==> src/rtl/credit_pkg.sv <==
// Shared credit-link definitions for credit_sender, credit_counter and credit_wrapper.
package credit_pkg;

    localparam int CREDIT_DEFAULT = 16;

    // Bits needed to hold 0..n inclusive.
    function automatic int credit_width(input int n);
        return $clog2(n + 1);
    endfunction

    typedef logic [credit_width(CREDIT_DEFAULT)-1:0] credit_t;

endpackage

==> src/rtl/credit_counter.sv <==
// Up/down credit counter starting full at N_CREDITS; also usable as a FIFO occupancy tracker.
// CREDIT_SENDER_CHECK_EN selects saturation at N_CREDITS on overflow.
module credit_counter
    import credit_pkg::*;
#(
    parameter int N_CREDITS = CREDIT_DEFAULT,
    parameter int CW        = credit_width(N_CREDITS)
) (
    input  logic          clock,
    input  logic          reset,
    input  logic          inc_i,
    input  logic          dec_i,
    output logic [CW-1:0] count_o,
    output logic          overflow_o
);

    localparam logic [CW-1:0] FULL = CW'(N_CREDITS);

    logic [CW-1:0] cnt_q, cnt_d;

    // A simultaneous spend absorbs the returned credit, so only a lone inc can overflow.
    assign overflow_o = inc_i & ~dec_i & (cnt_q == FULL);

    always_comb begin
        cnt_d = cnt_q;
        if (inc_i && !dec_i) begin
            cnt_d = cnt_q + 1'b1;
        end else if (dec_i && !inc_i) begin
            cnt_d = cnt_q - 1'b1;
        end
`ifdef CREDIT_SENDER_CHECK_EN
        if (overflow_o) begin
            cnt_d = FULL;
        end
`endif
    end

    always_ff @(posedge clock or negedge reset) begin
        if (!reset) begin
            cnt_q <= FULL;
        end else begin
            cnt_q <= cnt_d;
        end
    end

    assign count_o = cnt_q;

endmodule

==> src/rtl/credit_sender.sv <==
// Transmit end of the credit link: launches producer words only while holding a credit.
// Optional CREDIT_SENDER_CHECK_EN adds a sticky overflow error flag and assertion.
module credit_sender
    import credit_pkg::*;
#(
    parameter  int DATA_WIDTH = 17,
    parameter  int N_CREDITS  = CREDIT_DEFAULT,
    localparam int CW         = credit_width(N_CREDITS)
) (
    input  logic                  clock,
    input  logic                  reset,
    input  logic                  i_valid,
    input  logic [DATA_WIDTH-1:0] i_data,
    output logic                  o_ready,
    output logic                  o_valid,
    output logic [DATA_WIDTH-1:0] o_data,
    input  logic                  i_increment_count,
    output logic [CW-1:0]         o_credits,
    output logic                  o_error
);

    logic [CW-1:0]         cnt;
    logic                  overflow;
    logic                  send;
    logic                  valid_q, valid_d;
    logic [DATA_WIDTH-1:0] data_q, data_d;

    credit_counter #(
        .N_CREDITS (N_CREDITS),
        .CW        (CW)
    ) u_cnt (
        .clock      (clock),
        .reset      (reset),
        .inc_i      (i_increment_count),
        .dec_i      (send),
        .count_o    (cnt),
        .overflow_o (overflow)
    );

    // Ready depends only on the registered count, so a credit returned at zero is spendable next cycle.
    assign o_ready = (cnt != '0);
    assign send    = i_valid & o_ready;

    always_comb begin
        valid_d = send;
        data_d  = data_q;
        if (send) begin
            data_d = i_data;
        end
    end

    always_ff @(posedge clock or negedge reset) begin
        if (!reset) begin
            valid_q <= 1'b0;
            data_q  <= '0;
        end else begin
            valid_q <= valid_d;
            data_q  <= data_d;
        end
    end

    assign o_valid   = valid_q;
    assign o_data    = data_q;
    assign o_credits = cnt;

`ifdef CREDIT_SENDER_CHECK_EN
    logic error_q, error_d;

    always_comb begin
        error_d = error_q | overflow;
    end

    always_ff @(posedge clock or negedge reset) begin
        if (!reset) begin
            error_q <= 1'b0;
        end else begin
            error_q <= error_d;
        end
    end

    assign o_error = error_q;

    ovf_chk: assert property (@(posedge clock) disable iff (!reset) !overflow)
        else $warning("credit_sender: credit returned while already full");
`else
    logic unused_overflow;
    assign unused_overflow = overflow;
    assign o_error         = 1'b0;
`endif

endmodule

==> config.mk <==
export PLATFORM = sky130hd
export DESIGN_NAME = credit_sender
export DESIGN_NICKNAME = d
export VERILOG_FILES = /design/src/rtl/credit_pkg.sv /design/src/rtl/credit_counter.sv /design/src/rtl/credit_sender.sv
export SDC_FILE = /design/constraint.sdc
export NUM_CORES = 1
export LEC_CHECK = 0
export CAP_MARGIN = 40
export CORE_MARGIN = 2
export CORE_UTILIZATION = 42
export CTS_CLUSTER_DIAMETER = 150
export DETAILED_ROUTE_END_ITERATION = 10
export PLACE_DENSITY = 0.79
export SYNTH_ARGS = -nofsm -noshare
export SYNTH_HDL_FRONTEND = slang
export SYNTH_SLANG_ARGS = --single-unit
==> constraint.sdc <==
create_clock -name clock -period 3.05 [get_ports clock]
set_input_delay 0.61 -clock clock [delete_from_list [all_inputs] [get_ports clock]]
set_output_delay 0.61 -clock clock [all_outputs]
set_load 0.03 [all_outputs]
==> impl_metrics.csv <==
group,metric,value,unit
global_routing,grt_antenna_before_repair,0,
floorplan,num_rows,18,
cts,path_clk_slew,0.13,ns
hold_path,min_path_type,"reg -> reg",
power_and_ir_drop,pwr_density_cell,857,nW/um^2
global_routing,globalRouteTotalUtil,0.156,
global_routing,grt_pass1_wl,3720,um
timing,tns,0,ns
detailed_routing,totalWireLength,2220,um
worst_setup_path,cp-end-kind,"flip-flop",
yosys,synth_seq_cells,23,
cells_and_area,layout_common_cells,"clkdlybuf4s50_1 (44), dfrtp_1 (22), mux2_2 (10)",
place,numPortBuffers,44,
yosys,synth_edf_count,0,
yosys,synthFlopType,"dfrtp_1",
timing,final.setup_skew,0.00906,ns
cells_and_area,fill_cells,190,
worst_setup_path,crit_path_max_fanout,7,
detailed_routing,remaining_drc_errors,0,
yosys,synthDistinctLibCells,28,
global_routing,grt_pass1_vias,824,
floorplan,die_x,55.6,um
timing,setup_violations,0,
yosys,postSynth.asyncResetShare,1.00,
global_routing,grt_max_degree,24,
detailed_routing,via_per_inst,5.08,
cells_and_area,nNetsFinal,155,
worst_setup_path,worst_ep_arrival_time,2.74,ns
cts,clock_sinks,23,
power_and_ir_drop,p_total,1.37,mW
yosys,syn_inst,82,
timing,finalCritPeriodShare,0.818,
detailed_routing,antenna_left,0,
power_and_ir_drop,power_leakage,0.681,nW
cts,insertion_delay,0.31,ns
worst_setup_path,crit_required,3.30,ns
flow_run,maxCapViolations,0,
power_and_ir_drop,ir_drop,540,uV
yosys,ys_warn_count,0,
cells_and_area,drive_gt1_frac,0.203,
detailed_routing,vias,803,
floorplan,dieArea,3100,um^2
cts,cts_buffers,3,
cts,cts_tree,"built",
worst_setup_path,critPathKind,"in -> reg",
cts,clockBufferDepth,2,
timing,fmax,401,MHz
yosys,syn_area,1120,um^2
timing,hold_viol,0,
yosys,ys_seq_area_frac,0.515,
detailed_routing,drt-wirelength-per-cell,14.1,um
cells_and_area,n_antenna_cell,0,
timing,rsz0062_at_grt,"no",
place,dp_hpwl,1750,um
cells_and_area,mostFrequentLayoutCell,"clkdlybuf4s50_1",
yosys,synth_nets,108,
outcome,status,"complete, no violations",
cts,cts_setup_buffers,0,
detailed_routing,first_pass_iters,4,
yosys,syn_avg_cell_area,13.7,um^2
place,gp_congestion,0.792,
floorplan,start_util,0.448,
floorplan,fp.dieH,55.6,um
cts,cts-root-buf,"clkbuf_4",
worst_setup_path,start_kind,"input pin",
cts,htreeDepth,1,
detailed_routing,drt_iter0_markers,9,
global_routing,grt-ovfl-total,0,
floorplan,io_pins,46,
cells_and_area,synthToLayoutAreaGrowth,42.7,%
timing,min_period,2.50,ns
cts,ctsResizeCount,0,
timing,slew_viol_final,0,
cts,ctsHoldBuffers,0,
floorplan,coreArea,2500,um^2
-- path summary, 6_finish.rpt --
check	endpoint	cells after the start	slack (ns)	start
max	u_cnt.count_o[4]	8	0.55	i_valid
max in group asynchronous	u_cnt.count_o[4]	2	2.15	reset
min	o_data[1]	1	0.51	o_data[1]
min reg2reg	o_data[1]	1	0.51	o_data[1]
min in group asynchronous	o_data[15]	2	0.63	reset
max reg2reg	u_cnt.count_o[4]	8	0.63	u_cnt.count_o[4]
-- kinds of logic after synthesis --
logic type | count (synthesis) | share of synthesized area
flops | 23 | 0.515
mux | 19 | 0.217
simple gates | 15 | 0.0793
compound gates | 10 | 0.0592
buf+inv | 7 | 0.0480
fa+ha+maj | 5 | 0.0626
xor+xnor | 2 | 0.0156
other cells | 1 | 0.00335
-- report_power, final --
group | total [mW] | leakage [nW] | internal, mW | switching (mW)
sequential | 0.481 | 0.268 | 0.400 | 0.0814
combinational | 0.751 | 0.395 | 0.361 | 0.391
clock | 0.137 | 0.0177 | 0.0490 | 0.0883
total | 1.37 | 0.681 | 0.810 | 0.560
-- worst max-delay path: stages --
cell	delay [ns]
clkdlybuf4s50_1	0.45
a21bo_1	0.21
ha_1	0.24
inv_1	0.18
ha_1	0.33
or4_1	0.52
o211ai_1	0.10
o211ai_1	0.10
-- flip-flops by register name (all words and copies together), names as in the netlist --
signal and cells:
u_cnt.count_o 5, o_data 17, o_valid 1
-- synthesized netlist by cell type, types with 2 or more instances --
cell	n	share of area
dfrtp_1	22	0.49
mux2_2	10	0.10
mux2_4	8	0.11
a21oi_1	4	0.018
ha_1	4	0.045
inv_1	3	0.010
nand2_1	3	0.010
nand3_1	3	0.013
nor3b_1	2	0.013
o211ai_1	2	0.013
o21ai_0	2	0.0089
or4_1	2	0.013
xnor2_1	2	0.016
-- per-stage QoR --
| step | setup slack, ns | instance area [um^2] | std cells | util | hold slack, ns |
|---|---|---|---|---|---|
| finish | 0.554 | 1600 | 158 | 0.639 | 0.515 |
| global route | 0.418 | 1600 | 158 | 0.639 | 0.535 |
| CTS | 0.565 | 1600 | 158 | 0.639 | 0.520 |
| detailed placement | 0.219 | 1570 | 154 | 0.628 | 0.492 |
| global placement | 0.285 | 1570 | 154 | 0.628 | 0.488 |
| floorplan | 0.426 | 1120 | 82 | - | 0.314 |
-- final cells by class --
type                    count  area [um^2]  area share
flip-flops and latches     23          577       0.361
multi-input cells          52          489       0.306
repair buffers             46          455       0.285
well taps                  30         37.5      0.0235
clock buffers               3         22.5      0.0141
inverters                   3         11.3     0.00705
clock inverters             1         5.00     0.00313
-- per-layer routing --
layer | wire length [um] | global-route usage | vias up
met5 | 0 | 0 | -
met4 | 34 | 0.0732 | 0
met3 | 138 | 0.0395 | 4
met2 | 1070 | 0.241 | 34
met1 | 977 | 0.204 | 384
li1 | - | - | 381
No activity file was read; power rests on OpenSTA's default activity.
